$ cat src/rtl/turbo_pkg.sv
// Shared turbo-decoder definitions: mode encoding, read-FSM states, address sizing.
package turbo_pkg;

  localparam logic MODE_INTERLEAVE   = 1'b0;
  localparam logic MODE_DEINTERLEAVE = 1'b1;

  typedef enum logic {
    RD_IDLE  = 1'b0,
    RD_DRAIN = 1'b1
  } rd_state_t;

  function automatic int addr_w(input int k);
    return (k < 2) ? 1 : $clog2(k);
  endfunction

endpackage

$ cat src/rtl/qpp_interleaver_if.sv
// Sample stream bundle for the QPP interleaver: input handshake, mode select, output handshake.
interface qpp_interleaver_if #(
  parameter int DATA_W = 16
);
  logic              mode_i;
  logic              in_valid_i;
  logic              in_ready_o;
  logic [DATA_W-1:0] in_data_i;
  logic              out_valid_o;
  logic              out_ready_i;
  logic [DATA_W-1:0] out_data_o;
  logic              out_last_o;

  modport slave (
    input  mode_i, in_valid_i, in_data_i, out_ready_i,
    output in_ready_o, out_valid_o, out_data_o, out_last_o
  );

  modport master (
    output mode_i, in_valid_i, in_data_i, out_ready_i,
    input  in_ready_o, out_valid_o, out_data_o, out_last_o
  );
endinterface

$ cat src/rtl/qpp_addr_gen.sv
// Multiplier-free QPP index generator: o_pi steps through pi(0), pi(1), ... on each advance.
// pi and its first difference g are both kept reduced mod K by a single compare-and-subtract.
module qpp_addr_gen
  import turbo_pkg::*;
#(
  parameter int K  = 40,
  parameter int F1 = 3,
  parameter int F2 = 10,
  parameter int AW = addr_w(K)
) (
  input  logic          i_clk,
  input  logic          i_rst,
  input  logic          i_clear,
  input  logic          i_advance,
  output logic [AW-1:0] o_pi
);

  localparam logic [AW:0]   KW = (AW + 1)'(K);
  localparam logic [AW-1:0] G0 = AW'((F1 + F2) % K);
  localparam logic [AW-1:0] DG = AW'((2 * F2) % K);

  logic [AW-1:0] r_pi;
  logic [AW-1:0] r_g;
  logic [AW:0]   w_pi_sum;
  logic [AW:0]   w_g_sum;
  logic [AW-1:0] w_pi_nxt;
  logic [AW-1:0] w_g_nxt;

  // Both operands are already < K, so one subtraction is a full reduction.
  assign w_pi_sum = {1'b0, r_pi} + {1'b0, r_g};
  assign w_g_sum  = {1'b0, r_g} + {1'b0, DG};
  assign w_pi_nxt = (w_pi_sum >= KW) ? AW'(w_pi_sum - KW) : AW'(w_pi_sum);
  assign w_g_nxt  = (w_g_sum >= KW) ? AW'(w_g_sum - KW) : AW'(w_g_sum);

  always_ff @(posedge i_clk or posedge i_rst) begin
    if (i_rst) begin
      r_pi <= '0;
      r_g  <= G0;
    end else if (i_clear) begin
      r_pi <= '0;
      r_g  <= G0;
    end else if (i_advance) begin
      r_pi <= w_pi_nxt;
      r_g  <= w_g_nxt;
    end
  end

  assign o_pi = r_pi;

endmodule

$ cat src/rtl/qpp_interleaver.sv
// Streaming QPP interleaver/deinterleaver with a two-bank ping-pong buffer, one sample per cycle.
// Write side fills one bank in its own order while the read side drains the other in the opposite order.
module qpp_interleaver
  import turbo_pkg::*;
#(
  parameter int DATA_W = 16,
  parameter int K      = 40,
  parameter int F1     = 3,
  parameter int F2     = 10
) (
  input logic               clk_p_i,
  input logic               reset_p_i,
  qpp_interleaver_if.slave  bus
);

  localparam int            AW       = addr_w(K);
  localparam logic [AW-1:0] LAST_IDX = AW'(K - 1);

  logic [DATA_W-1:0] r_mem0 [K];
  logic [DATA_W-1:0] r_mem1 [K];

  logic [1:0]        r_full;
  logic [1:0]        r_mode;
  logic              r_wb;
  logic              r_rb;
  logic [AW-1:0]     r_wi;
  logic [AW-1:0]     r_rj;
  rd_state_t         r_state;
  rd_state_t         w_state_nxt;
  logic [DATA_W-1:0] r_out_dat;
  logic              r_out_vld;
  logic              r_out_last;

  logic              w_in_rdy;
  logic              w_accept;
  logic              w_wr_last;
  logic              w_wmode;
  logic [AW-1:0]     w_wpi;
  logic [AW-1:0]     w_waddr;
  logic              w_rmode;
  logic [AW-1:0]     w_rpi;
  logic [AW-1:0]     w_raddr;
  logic [DATA_W-1:0] w_rdata;
  logic              w_out_free;
  logic              w_issue;
  logic              w_rd_done;

  // ---------------- write side ----------------
  assign w_in_rdy  = !r_full[r_wb];
  assign w_accept  = bus.in_valid_i && w_in_rdy;
  assign w_wr_last = w_accept && (r_wi == LAST_IDX);
  // The bank's mode flag is only latched at the end of the first write, so sample 0 uses mode_i directly.
  assign w_wmode   = (r_wi == '0) ? bus.mode_i : r_mode[r_wb];
  assign w_waddr   = (w_wmode == MODE_DEINTERLEAVE) ? w_wpi : r_wi;

  qpp_addr_gen #(.K(K), .F1(F1), .F2(F2), .AW(AW)) u_wr_gen (
    .i_clk     (clk_p_i),
    .i_rst     (reset_p_i),
    .i_clear   (w_wr_last),
    .i_advance (w_accept),
    .o_pi      (w_wpi)
  );

  always_ff @(posedge clk_p_i) begin
    if (w_accept) begin
      if (r_wb) r_mem1[w_waddr] <= bus.in_data_i;
      else      r_mem0[w_waddr] <= bus.in_data_i;
    end
  end

  always_ff @(posedge clk_p_i or posedge reset_p_i) begin
    if (reset_p_i) begin
      r_wi   <= '0;
      r_wb   <= 1'b0;
      r_mode <= '0;
    end else if (w_accept) begin
      if (r_wi == '0) r_mode[r_wb] <= bus.mode_i;
      if (w_wr_last) begin
        r_wi <= '0;
        r_wb <= !r_wb;
      end else begin
        r_wi <= r_wi + AW'(1);
      end
    end
  end

  // Fill and drain always target different banks, so both updates can land in one cycle.
  always_ff @(posedge clk_p_i or posedge reset_p_i) begin
    if (reset_p_i) begin
      r_full <= '0;
    end else begin
      if (w_wr_last) r_full[r_wb] <= 1'b1;
      if (w_rd_done) r_full[r_rb] <= 1'b0;
    end
  end

  // ---------------- read side ----------------
  assign w_out_free = !r_out_vld || bus.out_ready_i;
  assign w_rmode    = r_mode[r_rb];
  assign w_raddr    = (w_rmode == MODE_INTERLEAVE) ? w_rpi : r_rj;
  assign w_rdata    = r_rb ? r_mem1[w_raddr] : r_mem0[w_raddr];

  qpp_addr_gen #(.K(K), .F1(F1), .F2(F2), .AW(AW)) u_rd_gen (
    .i_clk     (clk_p_i),
    .i_rst     (reset_p_i),
    .i_clear   (w_rd_done),
    .i_advance (w_issue),
    .o_pi      (w_rpi)
  );

  // Idle issues the first address in the same cycle it sees the bank full, so frames drain gap-free.
  always_comb begin
    w_state_nxt = r_state;
    w_issue     = 1'b0;
    w_rd_done   = 1'b0;
    case (r_state)
      RD_IDLE: begin
        if (r_full[r_rb]) begin
          w_state_nxt = RD_DRAIN;
          w_issue     = w_out_free;
        end
      end
      RD_DRAIN: begin
        w_issue = w_out_free;
        if (w_out_free && (r_rj == LAST_IDX)) begin
          w_rd_done   = 1'b1;
          w_state_nxt = RD_IDLE;
        end
      end
      default: w_state_nxt = RD_IDLE;
    endcase
  end

  always_ff @(posedge clk_p_i or posedge reset_p_i) begin
    if (reset_p_i) begin
      r_state <= RD_IDLE;
      r_rj    <= '0;
      r_rb    <= 1'b0;
    end else begin
      r_state <= w_state_nxt;
      if (w_issue) begin
        if (w_rd_done) begin
          r_rj <= '0;
          r_rb <= !r_rb;
        end else begin
          r_rj <= r_rj + AW'(1);
        end
      end
    end
  end

  always_ff @(posedge clk_p_i or posedge reset_p_i) begin
    if (reset_p_i) begin
      r_out_dat  <= '0;
      r_out_vld  <= 1'b0;
      r_out_last <= 1'b0;
    end else if (w_issue) begin
      r_out_dat  <= w_rdata;
      r_out_vld  <= 1'b1;
      r_out_last <= (r_rj == LAST_IDX);
    end else if (bus.out_ready_i) begin
      r_out_vld  <= 1'b0;
      r_out_last <= 1'b0;
    end
  end

  assign bus.in_ready_o  = w_in_rdy;
  assign bus.out_valid_o = r_out_vld;
  assign bus.out_data_o  = r_out_dat;
  assign bus.out_last_o  = r_out_last;

endmodule

$ cat src/flat_wrapper.sv
// flat-port wrapper written by rule: the top's interface ports become plain ports
module qpp_interleaver_flat import turbo_pkg::*;
#(
  parameter int DATA_W = 16,
  parameter int K      = 40,
  parameter int F1     = 3,
  parameter int F2     = 10
)
  (clk_p_i, reset_p_i, bus_mode_i, bus_in_valid_i, bus_in_data_i, bus_out_ready_i, bus_in_ready_o, bus_out_valid_o, bus_out_data_o, bus_out_last_o);
  qpp_interleaver_if #(.DATA_W(DATA_W)) bus_i ();
  input logic clk_p_i;
  input logic reset_p_i;
  input wire logic [$bits(bus_i.mode_i)-1:0] bus_mode_i;
  input wire logic [$bits(bus_i.in_valid_i)-1:0] bus_in_valid_i;
  input wire logic [$bits(bus_i.in_data_i)-1:0] bus_in_data_i;
  input wire logic [$bits(bus_i.out_ready_i)-1:0] bus_out_ready_i;
  output wire logic [$bits(bus_i.in_ready_o)-1:0] bus_in_ready_o;
  output wire logic [$bits(bus_i.out_valid_o)-1:0] bus_out_valid_o;
  output wire logic [$bits(bus_i.out_data_o)-1:0] bus_out_data_o;
  output wire logic [$bits(bus_i.out_last_o)-1:0] bus_out_last_o;
  assign bus_i.mode_i = bus_mode_i;
  assign bus_i.in_valid_i = bus_in_valid_i;
  assign bus_i.in_data_i = bus_in_data_i;
  assign bus_i.out_ready_i = bus_out_ready_i;
  assign bus_in_ready_o = bus_i.in_ready_o;
  assign bus_out_valid_o = bus_i.out_valid_o;
  assign bus_out_data_o = bus_i.out_data_o;
  assign bus_out_last_o = bus_i.out_last_o;
  qpp_interleaver #(.DATA_W(DATA_W), .K(K), .F1(F1), .F2(F2)) u_core (.clk_p_i(clk_p_i), .reset_p_i(reset_p_i), .bus(bus_i));
endmodule
$ cat config.mk
export PLATFORM = sky130hd
export DESIGN_NAME = qpp_interleaver_flat
export DESIGN_NICKNAME = d
export VERILOG_FILES = /design/src/rtl/turbo_pkg.sv /design/src/rtl/qpp_interleaver_if.sv /design/src/rtl/qpp_addr_gen.sv /design/src/rtl/qpp_interleaver.sv /design/src/flat_wrapper.sv
export SDC_FILE = /design/constraint.sdc
export NUM_CORES = 2
export LEC_CHECK = 0
export ABC_CLOCK_PERIOD_IN_PS = 4200
export CAP_MARGIN = 20
export CORE_MARGIN = 2
export CORE_UTILIZATION = 45
export CTS_CLUSTER_DIAMETER = 150
export DETAILED_ROUTE_END_ITERATION = 8
export PLACE_DENSITY = 0.56
export RECOVER_POWER = 50
export SYNTH_ARGS = -nofsm -noshare
export SYNTH_HDL_FRONTEND = slang
export SYNTH_SLANG_ARGS = --single-unit
$ cat constraint.sdc
create_clock -name clk_p_i -period 4.2 [get_ports clk_p_i]
set_input_delay 1.05 -clock clk_p_i [delete_from_list [all_inputs] [get_ports clk_p_i]]
set_output_delay 1.05 -clock clk_p_i [all_outputs]
set_load 0.1 [all_outputs]
; Yosys cells after proc, flatten, opt, wreduce, memory -nomap -nowiden
; Memory sizes are Yosys's and may differ from the RTL's.
; Index checks and enable logic that the tools add are counted.
[word_totals]
reg_bits = 61
ramBits = 1280
inputBits = 21
output_inout_bits = 19
wordCells = 106
n_memories = 2
[classes]
add_sub_neg = 10
magnitude_cmp = 8
n_eq_ne = 2
n_mux = 49
n_bitwise = 4
n_reduce_logical = 17
[memory_table]
columns = memory, words, width, rd, rd_ports_with_merged_regs, wr, line
row1 = u_core.r_mem0, 40, 16, 1, 0, 1, qpp_interleaver.sv:19  ; logic [DATA_W-1:0] r_mem0 [K];
row2 = u_core.r_mem1, 40, 16, 1, 0, 1, qpp_interleaver.sv:20  ; logic [DATA_W-1:0] r_mem1 [K];
[op_table]
columns = cell, count
row1 = $mux 6, 16
row2 = $ge 7x6->1 const B, 4
row3 = $mux 1, 25
row4 = $sub 6x6->6 const B, 4
row5 = $mux 16, 1
row6 = $add 6x5->7 const B, 2
row7 = $add 6x6->7, 2
row8 = $add 6x1->6 const B, 2
row9 = $eq 6x6->1 const B, 2
row10 = $logic_not 6->1, 1
row11 = $reduce_and 2->1, 3
row12 = $reduce_bool 2->1, 3
row13 = $logic_and 1x1->1, 5
row14 = $logic_not 1->1, 4
row15 = $lt 1x2->1 const B, 2
row16 = $mux 2, 2
row17 = $pmux 1 s2, 2
row18 = $and 2x2->2, 1
row19 = $bwmux 2, 1
row20 = $demux 1 s1, 2
row21 = $ge 1x1->1 const B, 2
row22 = $not 2->2, 1
row23 = $or 2x2->2, 1
row24 = $logic_or 1x1->1, 1
row25 = $not 1->1, 1

; Longest topological paths before layout
[depth]
depth_word = 8
depth_mapped = 15
ltp_nobuf = 12

; By module
; From an unflattened synthesis, not the netlist that was laid out.
[hier_totals]
cells_unflattened = 3475
hier_area_um2 = 53334.9
[modules_own_cells]
columns = mod, n_inst, cells_per_inst, area_per_inst_um2, seq_area_each_um2
row1 = qpp_interleaver, 1, 3265, 51473.1, 39362.8
row2 = qpp_addr_gen, 2, 105, 930.9, 279.0

; Worst setup path before layout
; No wires, ideal clock.
[synth_path]
path_type = input-to-reg
startpoint = input bus_mode_i
endpoint = memory u_core.r_mem0[37][0], enable pin
setup_time_ps = 389
arrival_time_ps = 3035
t_required_ps = 3811
path_slack_ps = 777
path_stages = 5
path_buffers = 1
cell_sequence = a21oi_1 -> mux2_2 -> or3_1 -> clkbuf_1 -> nor2_1
[synth_via]
elab_chain_len = 2
[synth_rtl]
columns = item, line
row1 = "start, declared", flat_wrapper.sv:13  ; input wire logic [$bits(bus_i.mode_i)-1:0] bus_mode_i;
row2 = $mux 1, qpp_interleaver.sv:53  ; assign w_wmode = (r_wi == '0) ? bus.mode_i : r_mode[r_wb];
row3 = $mux 6, qpp_interleaver.sv:54  ; assign w_waddr = (w_wmode == MODE_DEINTERLEAVE) ? w_wpi : r_wi;
row4 = "end, declared", qpp_interleaver.sv:19
; No other way between the ends.

; Final worst setup path
[layout_path]
startpoint = register u_core.r_rb
endpoint = register u_core.r_out_dat[9] (netlist: u_core.bus.out_data_o[9])
[layout_via]
elab_chain_len = 5
word_cells_on_any_way = 10
classes_between = mux: 8 / memory: 2
[layout_rtl]
columns = item, line
row1 = "start, declared", qpp_interleaver.sv:25  ; logic r_rb;
row2 = "start signal, assigned", qpp_interleaver.sv:144  ; r_rb <= !r_rb;
row3 = $mux 1 (not written as such) (2 in a row), qpp_interleaver.sv:99  ; assign w_rmode = r_mode[r_rb];
row4 = $mux 6, qpp_interleaver.sv:100  ; assign w_raddr = (w_rmode == MODE_INTERLEAVE) ? w_rpi : r_rj;
row5 = $mem_v2 40x16 (on tied branches), --
row6 = $mux 16, qpp_interleaver.sv:101  ; assign w_rdata = r_rb ? r_mem1[w_raddr] : r_mem0[w_raddr];
row7 = "end signal, assigned", qpp_interleaver.sv:158  ; r_out_dat <= w_rdata;
row8 = "end, declared", qpp_interleaver.sv:30  ; logic [DATA_W-1:0] r_out_dat;
; Parallel ways exist; a longest one is shown, timed or not. The select of a mux whose other input is x is not followed.
; A chain may end at the register's enable or synchronous reset.

==> run metrics <==
clock transition at the registers of the reported paths 0.06 ns; mapped cell area 53,200 um^2; Largest stage delay, worst path 1.03 ns; Max H-tree Level 4; vias post-DR 32,355; drt pass-1 iters 6; Hold/Removal Path Class reg -> reg; final worst slack -0.0184 ns; max-slew violations 862; Max Cap Viol 20; worst-path cell chain mux2_4 -> mux2_8 -> buf_12 -> mux4_2 -> a2111oi_0 -> buf_4 -> nand4_1 -> o22ai_1 -> nor2_1; Total Routing Usage GR 27.9%; Final setup viols 1; combinational fraction of design power 39.5%; number of synthesized flops with an enable pin 1,280; # nets final 3,667; layout cells sized above 1 17.4%; critical path depth in cells 9; GPL Wtd Cong 0.929; sequential cell area fraction in the yosys report 75.1%; Design Area, Final 62,000 um^2; Clk pwr share 25.9%; post-layout min period 4.22 ns; residual DRC count 0; first-pass GRT wire length 238,000 um; Critical Path Fanout Max 41; slowest cell on the critical path a2111oi_0; count of final hold-check violations 0; WL/cell 31.9 um; GRT met3 Usage 6.12%; RSZ-0062 raised after global routing no; Net Count, Synth 3,369; overall die height 348 um; GRT met2 Usage 42.3%; dpl hpwl 109,000 um; Initial Util 45.2%; num ports 40; total power 46.1 mW; Filler cells 9,545; Synth top area share 72.3%; post-place instance area 57,700 um^2; startpoint class of the critical path register; WHS 0.533 ns; Final period util 100%; largest net degree at the start of global routing 81; Final ANT Viol Nets 0; drt initial violations 4,823; total core area 118,000 um^2; Cells after Synth 3,325; WP data required 4.82 ns; initial antenna violation count 15; Largest delay share family, worst path multiplexers; worst slew pin tran 3.83 ns; Critical Path AT 4.84 ns; Worst Clk Skew 0.0178 ns; crit end category register; TritonCTS clock tree done; critical path type reg -> reg; clock root buffer master clkbuf_16; grt peak-use layer met2; async set or reset register ratio after synthesis 4.41%; reported net switching power 17.7 mW; die area 121,000 um^2; diodes inserted 0; width of the die 348 um; sequential share of power 34.6%; leading post-synthesis cells by cell area edfxtp_1 (72%), mux4_2 (4.8%), nand2_1 (3.9%), mux2i_1 (2.6%), dfrtp_1 (2.5%); Slew HR -155%; f_max 237 MHz; post-synthesis cell type count 76; hold bufs inserted after CTS 0; area grow syn2layout 16.6%; vias in the first global route 31,797; Worst-Skew Late Latency 0.75 ns; clock sinks 1,339; # rows 126; Inserted Clock Buffers 138; cell taking the most area after synthesis edfxtp_1; status complete, but fails checks; CTS max path bufs 3; R2R Setup Slk -0.02 ns; syn avg cell area 16.0 um^2; Setup TNS Final -0.0184 ns; # port buffers 39; failing checks capacitance limit, slew limit, setup timing; final core utilization 52.7%; Pwr per Cell Area 744 nW/um^2; prevailing post-synth register cell edfxtp_1; P_int 28.4 mW; FF+latch count, synth 1,339; Max VDD drop 548 uV; gr ovfl total 0; GRT met1 Usage 39.1%; synth warn 0; Cells on Worst Hold Path 1; CP bufs+invs 2; Sw Ratio 38.4%; R2R cell count 9; Post-Route WL 168,000 um; LEAKAGE 20.7 nW; vias per cell 6.14
## flip-flops by register name (all words and copies together), names as in the netlist
register	cells
u_core.r_state	1
u_core.u_rd_gen.o_pi	6
u_core.u_wr_gen.o_pi	6
u_core.r_mem0	640
u_core.r_wb	1
u_core.u_wr_gen.r_g	5
u_core.u_rd_gen.r_g	5
u_core.r_full	2
u_core.r_rj	6
u_core.bus.out_data_o	16
u_core.r_wi	6
u_core.r_rb	1
u_core.bus.out_last_o	1
u_core.r_mode	2
u_core.r_mem1	640
u_core.bus.out_valid_o	1
## power by group through the flow
stage	logic [mW]	registers (mW)	clock network (mW)
6_report	18.2	15.9	11.9
5_1_grt	19.0	16.0	12.6
4_1_cts	18.0	15.9	12.1
3_5_place_dp	17.9	16.2	0
3_3_place_gp	17.6	16.1	0
2_1_floorplan	9.80	16.4	0
## worst reg2reg max path, stage by stage (launching register included)
cell,delay [ns]
dfrtp_1,0.44
mux2_4,0.47
mux2_8,0.65
buf_12,0.34
mux4_2,0.39
a2111oi_0,1.03
buf_4,0.24
nand4_1,0.10
o22ai_1,0.36
nor2_1,0.08
## final timing paths
kind	from	to
min	u_core.u_wr_gen.r_g[0]	u_core.u_wr_gen.r_g[0]
max reg2reg	u_core.r_rb	u_core.bus.out_data_o[9]
max	u_core.r_rb	u_core.bus.out_data_o[9]
min in group asynchronous	reset_p_i	u_core.r_mode[1]
min reg2reg	u_core.u_wr_gen.r_g[0]	u_core.u_wr_gen.r_g[0]
max in group asynchronous	reset_p_i	u_core.bus.out_data_o[2]
## area by class of cell
class | instances | area, um^2 | share of cell area (%)
multi-input combinational | 1794 | 12400 | 20.1
timing repair buffer | 335 | 3280 | 5.29
clock buffer | 166 | 3660 | 5.91
tap | 1536 | 1920 | 3.10
clock inverter | 83 | 691 | 1.11
inverter | 15 | 57.6 | 0.0929
sequential | 1339 | 39900 | 64.4
## routing by layer
layer	up-vias	wire, um
li1	13573	-
met1	16707	67900
met2	1748	76400
met3	323	16400
met4	4	7470
met5	-	29
## stage by stage
stage	setup slack [ns]	cells
after floorplan	0.777	3325
after global placement	-0.294	5010
after detailed placement	-0.123	5012
after CTS	0.113	5265
after global routing	0.00948	5268
final	-0.0184	5268
## cell families (layout without fill, tap and decap cells)
family                     count (synthesis)  count (layout)  share of synthesized area (%)
xor gates and xnor gates                  21              21                          0.346
and+or+nand+nor                         1021            1021                           8.26
muxes                                    281             281                           8.34
buffers and inverters                    192             599                           1.89
adders and majority gates                 23              23                          0.541
AOI/OAI and AO/OA                        448             448                           5.54
DFF                                     1339            1339                           75.1
## cells in the final DEF, fill, tap and decap left out, drive strengths merged, types with 19 or more instances in the layout
cell type	netlist	final
o21ai	64	64
edfxtp	1280	1280
clkbuf	56	212
a32oi	22	22
mux4	123	123
dfrtp	53	53
clkdlybuf4s50	0	19
mux2i	142	142
a21oi	121	121
nand4	38	38
nor2	159	159
buf	121	267
o22ai	40	40
nand3	180	180
clkinv	0	62
nand2	557	557
a22oi	42	42
ha	23	23
a31oi	44	44
inv	15	22
## Yosys cell counts, types with 4 or more instances
library cell	n
nand3_1	180
nand4_1	38
a2111oi_0	9
a21o_1	5
or3_1	4
inv_1	15
edfxtp_1	1280
buf_2	70
clkbuf_1	56
nand2_1	557
a311oi_1	12
o22ai_1	40
mux4_2	114
o31ai_1	4
mux2i_1	140
o21ai_0	64
o21bai_1	4
nand3b_1	9
nor3_1	17
buf_6	13
o32ai_1	5
a31oi_1	44
a221oi_1	11
nor4_1	18
a21oi_1	121
a32oi_1	22
xor2_1	7
dfstp_2	6
buf_1	14
a22oi_1	42
nand2b_1	5
nor2b_1	5
xnor2_1	14
buf_4	23
and3_1	16
a22o_1	12
o2111ai_1	9
dfrtp_1	53
ha_1	23
a211oi_1	10
o211ai_1	11
mux4_1	9
nor2_1	155
mux2_2	13
## timing repair
action                     in CTS  in global routing
setup endpoints to repair       3                  0
buffers inserted                4                  0
resized for setup               2                  0
Power figures use the tool's default switching activity.
